<file path="config.mk">
export PLATFORM = sky130hd
export DESIGN_NAME = stop_watch_lap
export DESIGN_NICKNAME = d
export VERILOG_FILES = /design/src/rtl/stop_watch_lap.sv
export SDC_FILE = /design/constraint.sdc
export NUM_CORES = 1
export LEC_CHECK = 0
export ABC_AREA = 1
export BUFFER_PORTS_ARGS = -buffer_cell sky130_fd_sc_hd__buf_2
export CORE_UTILIZATION = 62
export CTS_CLUSTER_DIAMETER = 100
export DETAILED_ROUTE_END_ITERATION = 8
export GPL_TIMING_DRIVEN = 0
export PLACE_DENSITY = 0.78
export SETUP_SLACK_MARGIN = 0.4
export SLEW_MARGIN = 0
export SYNTH_ARGS = -nofsm -noshare
export SYNTH_HDL_FRONTEND = slang
export SYNTH_SLANG_ARGS = --single-unit
</file>
<file path="constraint.sdc">
create_clock -name clk -period 2.4 [get_ports clk]
set_input_delay 0 -clock clk [delete_from_list [all_inputs] [get_ports clk]]
set_output_delay 0 -clock clk [all_outputs]
set_load 0.1 [all_outputs]
</file>
<file path="src/rtl/stop_watch_lap.sv">
// Stopwatch with BCD live count, lap/split snapshot and sticky wrap flag.
// A prescaler divides clk by DVSR to produce a count tick; the live count
// keeps running while a lap snapshot is shown on bcd.
//
// state    | meaning
// ---------+-----------------------------------------------------------
// S_LIVE   | bcd follows the live count, lap_active = 0
// S_FROZEN | bcd shows the snapshot taken at the lap edge, lap_active = 1
module stop_watch_lap #(
    parameter int DVSR  = 5000000,
    parameter int N_DIG = 4
) (
    input  logic               clk,
    input  logic               reset_n,
    input  logic               go,
    input  logic               clr,
    input  logic               up,
    input  logic               lap,
    output logic [4*N_DIG-1:0] bcd,
    output logic               lap_active,
    output logic               ovf,
    output logic               tick
);

    localparam int            PW        = $clog2(DVSR);
    localparam int            BW        = 4 * N_DIG;
    localparam logic [PW-1:0] PRESC_MAX = PW'(DVSR - 1);

    typedef enum logic {
        S_LIVE   = 1'b0,
        S_FROZEN = 1'b1
    } state_t;

    state_t        state;
    logic [PW-1:0] presc;
    logic [BW-1:0] live_cnt;
    logic [BW-1:0] live_step;
    logic [BW-1:0] live_d;
    logic [BW-1:0] snap;
    logic          lap_q;
    logic          lap_edge;
    logic          wrap;
    logic          carry;
    logic [3:0]    dig;

    assign tick     = go & ~clr & (presc == PRESC_MAX);
    assign lap_edge = lap & ~lap_q;

    // One BCD step in the requested direction; carry out of the top digit is a wrap
    always_comb begin
        live_step = live_cnt;
        carry     = 1'b1;
        dig       = 4'd0;
        for (int k = 0; k < N_DIG; k++) begin
            dig = live_cnt[4*k +: 4];
            if (carry) begin
                if (up) begin
                    if (dig == 4'd9) begin
                        live_step[4*k +: 4] = 4'd0;
                    end else begin
                        live_step[4*k +: 4] = dig + 4'd1;
                        carry               = 1'b0;
                    end
                end else begin
                    if (dig == 4'd0) begin
                        live_step[4*k +: 4] = 4'd9;
                    end else begin
                        live_step[4*k +: 4] = dig - 4'd1;
                        carry               = 1'b0;
                    end
                end
            end
        end
        wrap = carry;
    end

    // Live count value after the coming edge, used to keep bcd registered
    always_comb begin
        live_d = live_cnt;
        if (clr) begin
            live_d = '0;
        end else if (tick) begin
            live_d = live_step;
        end
    end

    // Prescaler, live count and sticky wrap flag
    always_ff @(posedge clk or negedge reset_n) begin
        if (!reset_n) begin
            presc    <= '0;
            live_cnt <= '0;
            ovf      <= 1'b0;
        end else if (clr) begin
            presc    <= '0;
            live_cnt <= '0;
            ovf      <= 1'b0;
        end else if (go) begin
            presc    <= (presc == PRESC_MAX) ? '0 : presc + 1'b1;
            live_cnt <= live_d;
            if (tick && wrap) begin
                ovf <= 1'b1;
            end
        end
    end

    // Lap FSM with snapshot and registered display outputs
    always_ff @(posedge clk or negedge reset_n) begin
        if (!reset_n) begin
            state      <= S_LIVE;
            snap       <= '0;
            lap_q      <= 1'b0;
            bcd        <= '0;
            lap_active <= 1'b0;
        end else begin
            // lap_q tracks lap even during clr so a held lap cannot fire on release
            lap_q <= lap;
            if (clr) begin
                state      <= S_LIVE;
                snap       <= '0;
                bcd        <= '0;
                lap_active <= 1'b0;
            end else begin
                case (state)
                    S_LIVE: begin
                        if (lap_edge) begin
                            state      <= S_FROZEN;
                            snap       <= live_cnt;
                            bcd        <= live_cnt;
                            lap_active <= 1'b1;
                        end else begin
                            bcd <= live_d;
                        end
                    end
                    S_FROZEN: begin
                        if (lap_edge) begin
                            state      <= S_LIVE;
                            bcd        <= live_d;
                            lap_active <= 1'b0;
                        end else begin
                            bcd <= snap;
                        end
                    end
                    default: begin
                        state      <= S_LIVE;
                        bcd        <= live_d;
                        lap_active <= 1'b0;
                    end
                endcase
            end
        end
    end

endmodule

</file>
==> results, run 1 <==
- The total of max-cap violations is 0.
- The standard cell with the maximum stage delay on the critical path is sky130_fd_sc_hd__dfrtp_1.
- The boundary pin count is 25.
- After Yosys synthesis, full adders, half adders and majority gates account for 3.476% of the synthesized area.
- The depth of the CTS H-tree is 3.
- Dividing total power by cell area gives a power density of 514.8 nW/um^2.
- The main combinational cell family by area after synthesis is simple AND/OR/NAND/NOR gates.
- The total overflow left after global routing is 0.
- For this configuration, the core starts out at a cell density of 64.17%.
- The worst-case IR drop observed on VDD is 0.3835 mV.
- The CTS clock-pin slew for the worst setup and hold paths is 80 ps.
- The start-to-end type of the worst setup path is reg -> reg.
- The mux contribution to synthesized area is 0%.
- The tightest hold path in the finished design has a slack of 88.24 ps.
- After layout, the minimum clock period comes to 1965 ps.
- The worst setup path is launched from a flip-flop.
- The post-synthesis sequential area ratio is 40.11%.
- The wire length per cell after detailed routing is 16.34 um.
- The synthesized-area fraction occupied by ao, oa, aoi and oai cells is 13.05%.
- The setup-violating endpoint count in the final report is 0.
- For this design the static power due to leakage is 0.002608 uW.
- The vertical die dimension is 88.88 um.
- The setup check on the worst reg-to-reg path leaves a slack of 430 ps.
- The share of Yosys cell area claimed by the top area cell type is 40.11%.
- The worst slew margin relative to its limit is 55.96%.
- In this run, the number of DRC markers left after iteration 0 of detailed routing was 734.
- The HPWL after detailed placement is 8.647 mm.
- The library cells used most frequently in the layout, excluding fill and tap cells, are 179 x sky130_fd_sc_hd__nand2_1, 71 x sky130_fd_sc_hd__nand3_1, 70 x sky130_fd_sc_hd__dfrtp_1.
- For the worst setup path, the data required time is 2640 ps.
- The total count of hold-check failures in the final report came to 0.
- By area the synthesized netlist is led by sky130_fd_sc_hd__dfrtp_1 40%, sky130_fd_sc_hd__nand2_1 15%, sky130_fd_sc_hd__nand3_1 7.8%.
- The die covers 7899 sq um.
- The largest fanout on the critical path is 10.
- The number of nets in the synthesized netlist is 676.
- The number of global-route vias before repair is 4116.
- The layout has 546 filler cells.
- The initial antenna violation count is 0.
- The endpoint kind of the worst setup timing path is a flip-flop.
- The insertion delay to the later sink of the worst-skew pair is 360 ps.
- The worst min-delay path class is in -> reg.
- sky130_fd_sc_hd__dfrtp_1 takes more of the synthesized area than any other cell.
- The sequential cells in the finished layout cover a total of 1883 sq um.
- TritonCTS built the clock tree.
- The first global-routing pass estimated 20.07 mm of wire.
- Once detail routing completed, the nets flagged for antenna violations numbered 0.
- The floorplan step defined a core boundary enclosing 7292 sq um.
- In the final layout, the share of cells above drive strength 1 is 17.10%.
- Routability-driven placement finished with a final weighted congestion of 0.9379.
- The run finished with clean final reports.
- The count of mapped cells out of synthesis is 657.
- The maximum clock rate is 508.9 MHz.
- For this run, design rule violations remaining after detail routing come to 0.
- At the worst endpoint, the arrival time is 2200 ps.
- The signal on the critical path passes through ha_4, nand2_1, nor2_1, nand2_1, nor2_2, nand3_2, nor2_4, buf_6, nand3_1, nand2_1, nand2_1, nand2_1, nand2_1.
- Counting flops with a built-in enable in the synthesized netlist gives 0.
- The clock buffer count from CTS is 9.
- The net count reported at finish is 740.
- After floorplanning, the core was divided into 31 placement rows.
- The count of warnings emitted by yosys is 0.
- The number of buffer cells added on primary ports is 22.
- After synthesis the netlist holds a flip-flop and latch count of 75.
- The aggregate global-route resource usage is 33.62%.
- The post-synthesis instance area is 4679 sq um.
- The leading cell type in the layout, fill and taps excluded is sky130_fd_sc_hd__nand2_1.
- The final clock skew is 8.242 ps.
- At the end of the flow the core is filled with cells to 76.92%.
- The synthesized-area fraction occupied by and/or/nand/nor cells is 32.57%.
- The post-synthesis to final-layout area growth is 19.87%.
- The width of the die is 88.88 um.
- The number of antenna cells inserted is 0.
- Of the available clock period, the critical path in the final layout requires 81.88%.
- Setup repair after global routing could not meet its margin everywhere.
- In the final timing run, aggregate negative setup slack is 0 ps.
- The max-slew violation count was 0.
- The primary flip-flop cell chosen by synthesis mapping is sky130_fd_sc_hd__dfrtp_1.
- The delay of the slowest cell on the worst path is 420 ps.
- Detailed routing inserted a total of 4988 vias.
- In this run, distinct cell masters in the synthesized netlist total 36.
- The xor/xnor cell area share of the yosys netlist is 2.059%.
- The root buffer cell is sky130_fd_sc_hd__clkbuf_8.
- The clock drives 75 sinks.
- The via density per instance is 6.053.
- By instance count, the cell type seen most on the critical path is sky130_fd_sc_hd__nand2_1.
- Entering global routing, the biggest net connects 40 pins.
- For the pin with the worst max-slew slack, the measured transition is 660.7 ps.
- For this block, the routed nets add up to 13.47 mm of wire.
- The maximum root-to-sink buffer count is 2.
- The first detailed-routing pass took 6 iterations.
- Averaged over all synthesized cells, the footprint is 7.123 sq um.
- The area of the multi-input gates is 2527 sq um.
- Of all flip-flops after synthesis, the portion carrying an async set or reset was 100.0%.
[synthesized netlist by cell type (all sizes together), types with 2 or more instances]
cell type / number
o22ai: 18
clkinv: 3
nor2: 59
o211ai: 4
nand3: 76
a21oi: 27
o21ai: 32
nand2: 190
nand4: 16
xnor2: 2
clkbuf: 14
xor2: 9
a211oi: 13
buf: 9
dfrtp: 75
nor3: 8
ha: 13
inv: 77
a31oi: 3
[logic make-up after synthesis]
group	Yosys count
xor+xnor	11
compound gates	104
flops	75
buf+inv	103
simple gates	351
fa+ha+maj	13
[layout make-up]
type	instances	share of cell area [%]
clock inverters	4	1.740
plain buffers	23	2.030
clock buffers	11	2.699
inverters	80	5.621
well taps	99	2.208
flip-flops and latches	75	33.57
repair buffers	53	7.071
multi-input cells	479	45.06
[power breakdown]
part | internal (uW) | switching, uW
sequential | 1280 | 11.9
clock | 742 | 475
combinational | 82.9 | 294
total | 2110 | 781
[registers in the layout (all words and copies together), names as in the netlist]
signal      count
presc          23
bcd            16
live_cnt       16
snap           16
lap_active      1
lap_q           1
ovf             1
state           1
[through the flow]
step	worst slack [ps]	instances	power [uW]	area, sq um
detailed placement	264.8	779	1665	4938
global route	334.5	824	2970	5609
floorplan	549.5	657	1564	4682
CTS	395.5	801	2870	5284
finish	434.9	824	2888	5609
global placement	316.1	778	1658	4916
[final timing paths]
| path | startpoint | end | cells after the start |
|---|---|---|---|
| worst max-delay path | presc[1] | bcd[5] | 13 |
| worst min-delay path | clr | lap_active | 4 |
| worst max register to register | presc[1] | bcd[5] | 13 |
| worst min register to register | lap_active | lap_active | 2 |
| max in group asynchronous | reset_n | live_cnt[10] | 3 |
| min in group asynchronous | reset_n | presc[15] | 2 |
[per-layer routing]
layer  part of all wire, %  global-route usage [%]  vias up
met5                     0                       0        -
met4                   2.3                   9.824        0
met3                   9.9                   5.877       44
met2                    46                   50.42      325
met1                    42                   49.70     2320
li1                      -                       -     2299
[what timing repair did]
action | in CTS | in global routing
resized for setup | 12 | 41
buffers inserted | 4 | 23
pin swaps | 2 | 10
endpoints found under the hold margin | 43 | 0
hold buffers | 3 | 0
endpoints found under the setup margin | 14 | 47
[critical path: cells and delay by family (launching register included)]
family                   cells  cell delay, ps
adder cells (fa/ha/maj)      1             180
buffers and inverters        1             170
flip-flops                   1             420
AND/OR/NAND/NOR             11            1090
No activity file was read; power rests on OpenSTA's default activity.
==> run 2, diff against run 1 <==
--- a/config.mk
+++ b/config.mk
@@ -7,11 +7,11 @@
 export LEC_CHECK = 0
 export ABC_AREA = 1
 export BUFFER_PORTS_ARGS = -buffer_cell sky130_fd_sc_hd__buf_2
-export CORE_UTILIZATION = 62
+export CORE_UTILIZATION = 56
 export CTS_CLUSTER_DIAMETER = 100
 export DETAILED_ROUTE_END_ITERATION = 8
 export GPL_TIMING_DRIVEN = 0
-export PLACE_DENSITY = 0.78
+export PLACE_DENSITY = 0.74
 export SETUP_SLACK_MARGIN = 0.4
 export SLEW_MARGIN = 0
 export SYNTH_ARGS = -nofsm -noshare
==> constraint.sdc (replaced) <==
create_clock -name clk -period 1.63 [get_ports clk]
set_input_delay 0 -clock clk [delete_from_list [all_inputs] [get_ports clk]]
set_output_delay 0 -clock clk [all_outputs]
set_load 0.1 [all_outputs]
==> results, run 2 (synthesized netlist as in run 1, its figures left out) <==
- The root buffer cell is sky130_fd_sc_hd__clkbuf_8.
- The share of post-route cells with drive strength above 1 is 35.87%.
- The min-delay analysis places its worst path in the category in -> reg.
- In the post-route analysis, the smallest setup slack over all paths is -270.6 ps.
- The reg-to-reg setup timing slack is -270 ps.
- The routed wire length is 15.45 mm.
- The overall power is 4227 uW.
- The HPWL after detailed placement is 9.109 mm.
- The number of optimization iterations in the first detailed-route pass is 7.
- The setup path with the least slack is of type reg -> reg.
- Across the VDD grid, the largest voltage drop is 0.5061 mV.
- The beginning of the worst register-to-register path is presc[1].
- The area of the die is 8725 sq um.
- More flip-flops sit in one register than any other, and that register is presc.
- For the pin with the worst max-slew slack, the measured transition is 791.2 ps.
- The endpoint kind of the worst setup timing path is a flip-flop.
- The leading cell type in the layout, fill and taps excluded is sky130_fd_sc_hd__nand2_1.
- The total number of clock tree sinks is 75.
- The insertion delay to the later sink of the worst-skew pair is 370 ps.
- The total of max-cap violations is 0.
- The first routing iteration left 635 violations.
- The critical path goes through ha_4, nand3_4, nor2_4, nand3_2, nor2_4, buf_6, nand3_2, nand2_2, nand3_1, nand2_1, nand2_1.
- Buffers placed on the I/O ports in this run total 22.
- The run finished, with violations left.
- The depth of the CTS H-tree is 3.
- The max-slew violation count is 0.
- The initial antenna violation count was 0.
- Subtracting the final worst setup slack from the clock period gives 1901 ps.
- The library cells used most frequently in the layout, excluding fill and tap cells, are 148 x sky130_fd_sc_hd__nand2_1, 67 x sky130_fd_sc_hd__dfrtp_1, 53 x sky130_fd_sc_hd__inv_1.
- The delay of the slowest cell on the worst path is 390 ps.
- The post-synthesis to final-layout area growth is 38.42%.
- The routed layout has 5271 vias.
- Entering global routing, the biggest net connects 49 pins.
- The type of element launching the critical path is a flip-flop.
- The terminating pin of the worst hold path is state.
- Data arrives at the worst endpoint at 2160 ps.
- The CTS clock-pin slew for the worst setup and hold paths is 90 ps.
- The depth of the worst register-to-register path is 11.
- The TritonCTS clock tree is yes.
- The power density over the cells is 652.6 nW/um^2.
- The endpoint identified for the worst register-to-register timing path is bcd[9].
- The sum of negative setup slack is -9080 ps.
- The data required time at the worst endpoint is 1890 ps.
- Setup repair after global routing could not meet its margin everywhere.
- 0 antenna diodes ended up in the layout.
- The floorplan row count is 32.
- Clock tree synthesis inserted a total of 9 buffers.
- The final clock skew is 9.050 ps.
- The maximum clock rate is 526.1 MHz.
- The global placer's final weighted congestion is 0.9340.
- The wire length per cell after detailed routing is 17.90 um.
- The aggregate global-route resource usage is 35.52%.
- From left edge to right edge, the die measures 93.41 um.
- The wire length of the first global-routing pass is 23.74 mm.
- The analysis attributes to cell leakage a power of 0.002974 uW.
- The initial cell density of the core is 59.33%.
- The checks that failed: negative setup slack.
- The floorplan step set the die height to 93.41 um.
- In the routed design, unresolved DRC markers number 0.
- The setup-violating endpoint count in the final report is 57.
- The maximum root-to-sink buffer count is 2.
- In this run the tightest slew margin relative to its limit is 47.25%.
- In this run the worst path has a maximum fanout of 3.
- The standard cell with the maximum stage delay on the critical path is sky130_fd_sc_hd__dfrtp_1.
- The post-detailed-route count of antenna-violating nets is 0.
- In the finished design, the share of the clock period the worst path needs comes to 116.6%.
- Pin placement for this block handled 25 I/O pins.
- The worst hold path startpoint is clr.
- After global routing the overflow that remains totals 0.
- In this run the standard cell core region covers 7888 sq um.
- The via density per instance is 6.108.
- After the last flow step, the layout net total stands at 775.
- The total count of hold-check failures in the final report is 0.
- The number of global-route vias before repair is 4841.
- The register with the most flip-flops in the layout has 23 of them.
- The worst hold path stage count is 4.
## run 2: worst max path at each step
stage	from	endpoint	slack, ps
6_report	presc[1]	bcd[9]	-270
5_1_grt	presc[1]	bcd[15]	-350
4_1_cts	presc[0]	live_cnt[4]	-260
3_5_place_dp	presc[0]	bcd[4]	-400
3_3_place_gp	presc[0]	bcd[4]	-380
2_1_floorplan	live_cnt[4]	bcd[12]	-70
## run 2: per-stage QoR
stage / util (%) / cells / instance area (sq um) / hold slack (ps) / setup WS (ps)
4_1_cts: 78.30 / 851 / 6176 / 66.26 / -256.0
5_1_grt: 82.12 / 863 / 6477 / 96.50 / -353.8
3_5_place_dp: 64.94 / 782 / 5122 / -53.28 / -400.6
2_1_floorplan: - / 657 / 4855 / -295.6 / -73.77
6_report: 82.12 / 863 / 6477 / 64.54 / -270.6
3_3_place_gp: 64.56 / 781 / 5092 / 143.1 / -380.0
## run 2: critical path, delay by kind of cell, from the launching register on
kind          cells  cell delay, ps
buf+inv           1             150
simple gates      9            1050
fa+ha+maj         1             180
flops             1             390
## run 2: layout make-up
type	instances	area [sq um]
multi-input combinational	479	3027
buffer	23	153.9
tap	102	127.6
timing repair buffer	88	726.9
fill	459	1410
sequential	75	1887
inverter	80	339.1
clock inverter	7	92.59
clock buffer	9	123.9
## run 2: per-layer routing
metal / vias up / GRT usage [%] / routed length [um]
li1: 2367 / - / -
met2: 368 / 54.17 / 7014
met1: 2461 / 49.53 / 6186
met3: 75 / 6.423 / 1669
met4: 0 / 15.13 / 576
met5: - / 0 / 0
## run 2: repair_timing
action / 4_1_cts / 5_1_grt
buffers inserted: 48 / 12
endpoints found under the hold margin: 78 / 0
hold buffers: 3 / 0
setup endpoints to repair: 74 / 73
gates cloned: 2 / 0
gates resized for setup: 124 / 65
pin swaps: 48 / 29
## run 2: report_power, final
part,leakage [uW],internal [uW],switching (uW)
combinational,0.00184,176,495
clock,0.000113,860,793
sequential,0.00102,1890,14.4
total,0.00297,2920,1300
